`config.mk`:
```
export PLATFORM = sky130hd
export DESIGN_NAME = fb_scanout_reader
export DESIGN_NICKNAME = d
export VERILOG_FILES = /design/src/rtl/fb_scanout_reader.sv
export SDC_FILE = /design/constraint.sdc
export NUM_CORES = 1
export LEC_CHECK = 0
export ABC_AREA = 1
export BUFFER_PORTS_ARGS = -buffer_cell sky130_fd_sc_hd__buf_2
export CORE_MARGIN = 4
export CORE_UTILIZATION = 25
export DETAILED_ROUTE_END_ITERATION = 8
export PLACE_DENSITY_LB_ADDON = 0.12
export SLEW_MARGIN = 5
export SYNTH_ARGS = -nofsm -noshare
export SYNTH_HDL_FRONTEND = slang
export SYNTH_SLANG_ARGS = --single-unit
```
`constraint.sdc`:
```
create_clock -name clk -period 3.1 [get_ports clk]
set_input_delay 0.62 -clock clk [delete_from_list [all_inputs] [get_ports clk]]
set_output_delay 0.62 -clock clk [all_outputs]
set_load 0.05 [all_outputs]
```
`src/rtl/fb_scanout_reader.sv`:
```
// Front-bank tile fetch for VGA scanout: maps the timing counters to a tile address,
// reads RGB332 from RAM, and swaps front/back banks at the vertical-blank start.
module fb_scanout_reader #(
  parameter int H_ACTIVE   = 640,
  parameter int V_ACTIVE   = 480,
  parameter int TILE_SHIFT = 3,
  parameter int FB_W       = 80,
  parameter int FB_H       = 60,
  parameter int ADDR_W     = 13,
  parameter int RD_LAT     = 1
) (
  input  logic              clk,
  input  logic              rst,
  input  logic [9:0]        hc_in,
  input  logic [9:0]        vc_in,
  input  logic              frame_done,
  output logic              swap_ack,
  output logic              rd_bank,
  output logic              rd_en,
  output logic [ADDR_W-1:0] rd_addr,
  input  logic [7:0]        rd_data,
  output logic [2:0]        pix_red,
  output logic [2:0]        pix_green,
  output logic [1:0]        pix_blue,
  output logic              pix_valid,
  output logic              overrun,
  output logic [7:0]        frame_cnt,
  output logic              dbg_state
);

  localparam logic ST_IDLE = 1'b0;
  localparam logic ST_PEND = 1'b1;

  localparam logic [9:0] H_ACT10 = 10'(H_ACTIVE);
  localparam logic [9:0] V_ACT10 = 10'(V_ACTIVE);
  localparam logic [9:0] FB_W10  = 10'(FB_W);
  localparam logic [9:0] FB_H10  = 10'(FB_H);

  // Address generation
  logic [9:0]        w_row;
  logic [9:0]        w_col;
  logic [ADDR_W-1:0] w_row_a;
  logic [ADDR_W-1:0] w_col_a;
  logic [ADDR_W-1:0] w_row_mul;
  logic [ADDR_W-1:0] w_tile;
  logic              w_active;
  logic              w_vbl_start;

  assign w_row   = vc_in >> TILE_SHIFT;
  assign w_col   = hc_in >> TILE_SHIFT;
  assign w_row_a = ADDR_W'(w_row);
  assign w_col_a = ADDR_W'(w_col);

  // 80 = 64 + 16, so the default geometry needs no multiplier.
  generate
    if (FB_W == 80) begin : g_shift_add
      assign w_row_mul = (w_row_a << 6) + (w_row_a << 4);
    end else begin : g_mul
      assign w_row_mul = w_row_a * ADDR_W'(FB_W);
    end
  endgenerate

  assign w_tile   = w_row_mul + w_col_a;
  assign w_active = (hc_in < H_ACT10) && (vc_in < V_ACT10) &&
                    (w_row < FB_H10) && (w_col < FB_W10);
  assign w_vbl_start = (hc_in == 10'd0) && (vc_in == V_ACT10);

  // Pipeline registers
  logic              r_rd_en;
  logic [ADDR_W-1:0] r_rd_addr;
  logic [RD_LAT-1:0] r_vld_sr;
  logic              r_vld_b;
  logic [7:0]        r_data_b;
  logic [2:0]        r_pix_red;
  logic [2:0]        r_pix_green;
  logic [1:0]        r_pix_blue;
  logic              r_pix_valid;

  always_ff @(posedge clk or negedge rst) begin
    if (!rst) begin
      r_rd_en     <= 1'b0;
      r_rd_addr   <= '0;
      r_vld_sr    <= '0;
      r_vld_b     <= 1'b0;
      r_data_b    <= 8'd0;
      r_pix_red   <= 3'd0;
      r_pix_green <= 3'd0;
      r_pix_blue  <= 2'd0;
      r_pix_valid <= 1'b0;
    end else begin
      r_rd_en <= w_active;
      if (w_active) begin
        r_rd_addr <= w_tile;
      end
      // rd_data for a read issued after edge t is valid after edge t+RD_LAT.
      r_vld_sr[0] <= r_rd_en;
      for (int i = 1; i < RD_LAT; i++) begin
        r_vld_sr[i] <= r_vld_sr[i-1];
      end
      r_vld_b  <= r_vld_sr[RD_LAT-1];
      r_data_b <= rd_data;
      r_pix_valid <= r_vld_b;
      if (r_vld_b) begin
        r_pix_red   <= r_data_b[7:5];
        r_pix_green <= r_data_b[4:2];
        r_pix_blue  <= r_data_b[1:0];
      end else begin
        r_pix_red   <= 3'd0;
        r_pix_green <= 3'd0;
        r_pix_blue  <= 2'd0;
      end
    end
  end

  // Bank-swap control
  logic       r_state;
  logic       r_rd_bank;
  logic       r_swap_ack;
  logic       r_overrun;
  logic [7:0] r_frame_cnt;

  always_ff @(posedge clk or negedge rst) begin
    if (!rst) begin
      r_state     <= ST_IDLE;
      r_rd_bank   <= 1'b0;
      r_swap_ack  <= 1'b0;
      r_overrun   <= 1'b0;
      r_frame_cnt <= 8'd0;
    end else begin
      r_swap_ack <= 1'b0;
      if (w_vbl_start) begin
        r_frame_cnt <= r_frame_cnt + 8'd1;
      end
      case (r_state)
        ST_IDLE: begin
          if (frame_done) begin
            r_state <= ST_PEND;
          end
        end
        ST_PEND: begin
          if (w_vbl_start) begin
            // A frame_done landing on the swap cycle belongs to the next frame.
            r_rd_bank  <= ~r_rd_bank;
            r_swap_ack <= 1'b1;
            r_state    <= frame_done ? ST_PEND : ST_IDLE;
          end else if (frame_done) begin
            r_overrun <= 1'b1;
          end
        end
        default: r_state <= ST_IDLE;
      endcase
    end
  end

  assign swap_ack  = r_swap_ack;
  assign rd_bank   = r_rd_bank;
  assign rd_en     = r_rd_en;
  assign rd_addr   = r_rd_addr;
  assign pix_red   = r_pix_red;
  assign pix_green = r_pix_green;
  assign pix_blue  = r_pix_blue;
  assign pix_valid = r_pix_valid;
  assign overrun   = r_overrun;
  assign frame_cnt = r_frame_cnt;
  assign dbg_state = r_state;

endmodule

```
==> summary.txt, run 1 <==
Status - finished clean
CP most frequent cell - nand2_1
Post-cts resize count - 0
Initial core utilization - 0.257
Delay-heaviest family, CP - adder cells
FP Rows - 34
Mapped Cells - 262
GRT Resource Usage Total - 0.108
Endpoints failing hold - 0
DR vias/cell - 4.10
Minimum clock period - 2.13 ns
CP Class - input port to flop
Die ar. - 0.0106 sq mm
Max_cap viols - 0
Initial DRC count - 59
Switching pwr - 497 uW
Yosys top cell by area - dfrtp_1
Antenna diodes - 0
Most common cell in the netlist - nand2_1
DRT antenna net count - 0
Largest net degree at the start of global routing - 46
Number of global-route vias before repair - 1,726
Io pins - 66
Yosys top cell area share - 0.502
WL/cell - 12.2 um
Die width - 103 um
Clock sinks - 45
Max-slew headroom - 0.333
Post-synth top cells - 93 x nand2_1, 45 x dfrtp_1, 36 x inv_1
CTS tree - yes
CTS H-Tree Depth - 2
Post-CTS Hold Buffers - 0
Clock transition at path regs - 0.09 ns
Ratio of cells with drive above 1 in the final layout - 0.249
Crit path cell chain - buf_2, fa_1, inv_1, fa_1, inv_1, nand2_1, nand2_1, nand3_1, nand2_1, nand2_1, nand3_1, nand2_1
Die height - 103 um
FFs w/ async S/R, synth - 1.00
R2r worst-path depth - 6
Worst Hold Class - flop to flop
Fillers - 940
Critical path depth - 12
Final non-filler cell area - 0.00280 sq mm
Crit path capture type - flop
GRT overflow - 0
Worst path buffer plus inverter count - 3
Peak Freq - 470 MHz
Netlist cell types - 25
Maximum clock insertion buffer count - 2
Area grow syn2layout - 24.9%
Max rail drop VDD - 0.191 mV
Pre-Repair DR Iteration Count - 4
WHS Path Cells - 0
Internal - 976 uW
Area contributors post-synth - dfrtp_1 50%, nand2_1 16%, ha_1 7.8%, inv_1 6.0%, nor2_1 4.2%
Fin crit share - 0.686
Total CTS buffers - 5
Top FF cell, synth - dfrtp_1
Core Region - 0.00872 sq mm
CP Max Fanout - 3
Crit path DAT - 2.32 ns
Global-route wire length before repair - 8820 um
Clk pwr share - 0.301
Routed WL - 5370 um
Worst path max stage delay - 0.58 ns
Register area - 0.00113 sq mm
DRC violations left - 0
TNS Setup - 0 ns
Setup bufs post-CTS - 0
Worst skew pair latency - 0.29 ns
Clock root buffer - clkbuf_8
CP required - 3.30 ns
Final Wtd Congestion - 0.771
Seq pwr share - 0.445
Comb pwr share - 0.254
Port Buffers - 65
Max Slew Vio Count - 0
Detailed placer's ending HPWL - 4180 um
Initial antenna violation count - 0
EDFF count, synth - 0
Seq/Total Area, Yosys - 0.502
Placed inst area - 0.00269 sq mm
Synth warnings - 0
Tightest Pin Transition - 1.00 ns
Syn_area_per_cell - 8.56 sq um
Setup violations, final - 0
Setup Skew - 0.00476 ns
Footprint of the multi-input gates - 958 sq um
Worst Setup Start Kind - input port
CP max-delay cell - fa_1
Mapped Area - 0.00224 sq mm
Synth Register Bits - 45
Lkg Pwr - 1.65 nW
Sw Share - 0.338
Pwr Density - 526 mW/mm^2
Vias - 1,808
RSZ-0062 raised after global routing - no
Final nets - 379
Syn nets - 309
## stage by stage
stage	hold slack, ns	power, mW	util	std cells	worst slack (ns)
floorplan	0.324	0.932	-	262	0.888
global placement	0.333	1.05	0.309	433	0.664
detailed placement	0.343	1.05	0.309	433	0.632
CTS	0.368	1.51	0.321	441	0.962
global route	0.363	1.56	0.321	441	0.821
finish	0.356	1.47	0.321	441	0.973
## final timing paths
| check | endpoint | slack, ns | from |
|---|---|---|---|
| hold reg to reg | r_vld_b$_DFF_PN0_ | 0.36 | r_vld_sr$_DFF_PN0_ |
| setup reg to reg | frame_cnt[4]$_DFFE_PN0P_ | 1.96 | frame_cnt[1]$_DFFE_PN0P_ |
| max in group asynchronous | dbg_state$_DFF_PN0_ | 1.99 | rst |
| min in group asynchronous | r_data_b[2]$_DFF_PN0_ | 0.49 | rst |
| hold / removal | r_vld_b$_DFF_PN0_ | 0.36 | r_vld_sr$_DFF_PN0_ |
| setup / recovery | rd_addr[11]$_DFFE_PN0P_ | 0.97 | hc_in[9] |
## state kept, by name, summed over array words and instances (netlist names), 2 cells and up
register / flops
rd_addr: 13
frame_cnt: 8
r_data_b: 8
pix_green: 3
pix_red: 3
pix_blue: 2
## final cells by class
type | instances | area share
tap | 108 | 0.0482
sequential | 45 | 0.402
clock buffer | 6 | 0.0259
timing repair buffer | 66 | 0.119
clock inverter | 2 | 0.0138
multi-input combinational | 177 | 0.342
inverter | 37 | 0.0496
## power by group through the flow
| stage | Sequential (mW) | Clock (mW) | Combinational [mW] |
|---|---|---|---|
| global route | 0.662 | 0.489 | 0.414 |
| finish | 0.655 | 0.444 | 0.375 |
| detailed placement | 0.667 | 0 | 0.383 |
| global placement | 0.667 | 0 | 0.383 |
| CTS | 0.656 | 0.469 | 0.385 |
| floorplan | 0.812 | 0 | 0.120 |
## cells in the final DEF (no fill, tap or decap), types with 4 or more instances in the layout
master / n
a21oi_1: 4
nor2_1: 25
clkbuf_8: 5
xor2_1: 7
nand3_1: 10
o21ai_0: 4
nand4_1: 4
inv_1: 36
nand2_1: 93
dfrtp_1: 45
ha_1: 14
buf_2: 65
## cell families after synthesis
logic type / after synthesis / synth area share
AND/OR/NAND/NOR: 140 / 0.261
flip-flops: 45 / 0.502
buffers and inverters: 40 / 0.0708
adder cells (fa/ha/maj): 16 / 0.0959
AO/OA/AOI/OAI: 12 / 0.0351
XOR/XNOR: 9 / 0.0351
## routing by layer
metal  track usage  part of all wire  vias up
met5             0                 0        -
met4        0.0388             0.013        0
met3        0.0332             0.074        5
met2         0.166              0.44       43
met1         0.144              0.47      818
li1              -                 -      942
Power figures use the tool's default switching activity.
==> inputs of run 2 (changes only) <==
==> constraint.sdc (replaced) <==
create_clock -name clk -period 1.8 [get_ports clk]
set_input_delay 0.36 -clock clk [delete_from_list [all_inputs] [get_ports clk]]
set_output_delay 0.36 -clock clk [all_outputs]
set_load 0.05 [all_outputs]
==> run 2 against run 1 <==
Sequential share of layout area fell by 2.2 points; first-iteration DRC count down 46%; core utilization up 1.8 points; clock skew is essentially flat; global-route usage increased by 0.10 points; combinational power rose by 89%; non-clock buffer count is 19 higher; power rose by 68%.
==> summary.txt, run 2 (synthesis gave the netlist of run 1 again) <==
Ratio of cells with drive above 1 in the final layout - 0.310
GRT overflow - 0
Number of global-route vias before repair - 1,760
Crit path cell chain - buf_8, fa_2, inv_2, fa_2, inv_2, nand2_2, nand2_2, nand3_2, nand2_1, nand2_1, nand3_1, nand2_1
Status - finished clean
Max_cap viols - 0
Placed inst area - 0.00285 sq mm
Fin crit share - 0.959
Reg-to-reg critical path startpoint - frame_cnt[1]$_DFFE_PN0P_
Initial antenna violation count - 0
Worst path max stage delay - 0.60 ns
Crit path capture type - flop
CP Max Fanout - 3
TNS Setup - 0 ns
Core Region - 0.00872 sq mm
Internal - 1.59 mW
Met1 Resource Use GR - 0.153
Antenna diodes - 0
Comb pwr share - 0.286
Worst R2R End - frame_cnt[4]$_DFFE_PN0P_
Pre-Repair DR Iteration Count - 4
Tightest Pin Transition - 0.916 ns
Seq pwr share - 0.456
Final core area utilization - 0.340
Total power - 2.48 mW
Sw Share - 0.361
Initial DRC count - 32
CTS tree - yes
Minimum clock period - 1.73 ns
Total CTS buffers - 5
CP Class - input port to flop
Dpl cells - 452
GR Layer Usage met2 - 0.162
Post-route insts no fill - 460
FP Rows - 34
RSZ-0062 raised after global routing - yes
Commonest non-fill, non-tap cell in the layout - nand2_1
Final Wtd Congestion - 0.811
Setup Skew - 0.00443 ns
Max rail drop VDD - 0.405 mV
Port Buffers - 65
CP most frequent cell - nand2_1
DRT antenna net count - 0
Clock transition at path regs - 0.09 ns
Worst skew pair latency - 0.30 ns
CTS H-Tree Depth - 2
WL/cell - 12.1 um
Endpoints failing hold - 0
Max reg flops - 13
CP required - 2.00 ns
CP max-delay cell - fa_2
Worst Hold Class - input port to async pin
Delay-heaviest family, CP - adder cells
Vias - 1,875
Global-route wire length before repair - 8780 um
Die height - 103 um
Maximum clock insertion buffer count - 2
Fillers - 930
Io pins - 66
Initial core utilization - 0.257
Lkg Pwr - 1.73 nW
Die ar. - 0.0106 sq mm
Final nets - 398
Final non-filler cell area - 0.00296 sq mm
Pwr Density - 837 mW/mm^2
Detailed placer's ending HPWL - 4290 um
Routed WL - 5570 um
Top Usage Layer GRT - met2
Post-CTS Hold Buffers - 0
Worst Setup Start Kind - input port
DR vias/cell - 4.08
Clock sinks - 45
R2r setup slk - 0.67 ns
Clk pwr share - 0.258
Area grow syn2layout - 32.0%
Crit path DAT - 1.92 ns
Max Slew Vio Count - 0
DRC violations left - 0
Peak Freq - 579 MHz
Clock root buffer - clkbuf_8
Switching pwr - 895 uW
R2r worst-path depth - 6
Setup violations, final - 0
Max-slew headroom - 0.389
Largest net degree at the start of global routing - 46
Die width - 103 um
Worst path buffer plus inverter count - 3
GRT Resource Usage Total - 0.109
Met3 Use GR - 0.0277
Most frequent cells in the layout - 91 x nand2_1, 63 x buf_2, 45 x dfrtp_1
==> run 2: cell types whose count changed in the layout (fill, tap and decap cells not counted), moves of 2 or more <==
cell	previous run	this run
nand2_2	1	3
buf_2	65	63
clkinvlp_4	0	2
inv_1	36	34
nand2_1	93	91
fa_2	0	2
buf_4	1	20
inv_2	1	3
fa_1	2	0
==> run 2: area by class of cell <==
type / count / area (sq um) / area share
Clock buffer: 6 / 72.6 / 0.0245
Clock inverter: 2 / 15.0 / 0.00507
Inverter: 37 / 139 / 0.0469
Multi-Input combinational cell: 177 / 973 / 0.329
Sequential cell: 45 / 1130 / 0.380
Tap cell: 108 / 135 / 0.0456
Timing Repair Buffer: 85 / 500 / 0.169
==> run 2: through the flow <==
| stage | setup slack, ns | hold slack [ns] |
|---|---|---|
| 2_1_floorplan | -0.0352 | 0.0644 |
| 5_1_grt | -0.0374 | 0.0343 |
| 6_report | 0.0731 | 0.0212 |
| 3_3_place_gp | -0.257 | 0.334 |
| 3_5_place_dp | -0.271 | 0.340 |
| 4_1_cts | 0.0517 | 0.0283 |
==> run 2: layer usage <==
metal  share of wire  vias up
li1                -      973
met1            0.48      849
met2            0.44       46
met3           0.068        7
met4           0.014        0
met5               0        -
==> run 2: worst register-to-register path: stages, from the launching register on <==
cell	delay, ns
dfrtp_1	0.40
ha_1	0.23
inv_1	0.05
nor2_1	0.12
xor2_1	0.15
nand2_1	0.06
nand2_1	0.07
==> run 2: power by group through the flow <==
stage                     clock, mW  sequential, mW  combinational [mW]
after floorplan                   0            1.40               0.208
after global placement            0            1.15               0.708
after detailed placement          0            1.15               0.709
after CTS                     0.682            1.13               0.711
after global routing          0.719            1.14               0.779
final                         0.639            1.13               0.710
==> run 2: worst max path at each step <==
stage,start,end,slack (ns),cells after the start
after CTS,hc_in[9],rd_addr[11]$_DFFE_PN0P_,0.05,12
after global routing,vc_in[5],rd_addr[11]$_DFFE_PN0P_,-0.04,12
final,vc_in[5],rd_addr[11]$_DFFE_PN0P_,0.07,12
after floorplan,hc_in[9],rd_addr[11]$_DFFE_PN0P_,-0.04,11
after global placement,hc_in[9],rd_addr[11]$_DFFE_PN0P_,-0.26,12
after detailed placement,hc_in[9],rd_addr[11]$_DFFE_PN0P_,-0.27,12
==> run 2: timing repair <==
item | in CTS | in global routing
endpoints found under the setup margin | 0 | 2
gates resized for setup | 0 | 10
setup buffers | 0 | 0
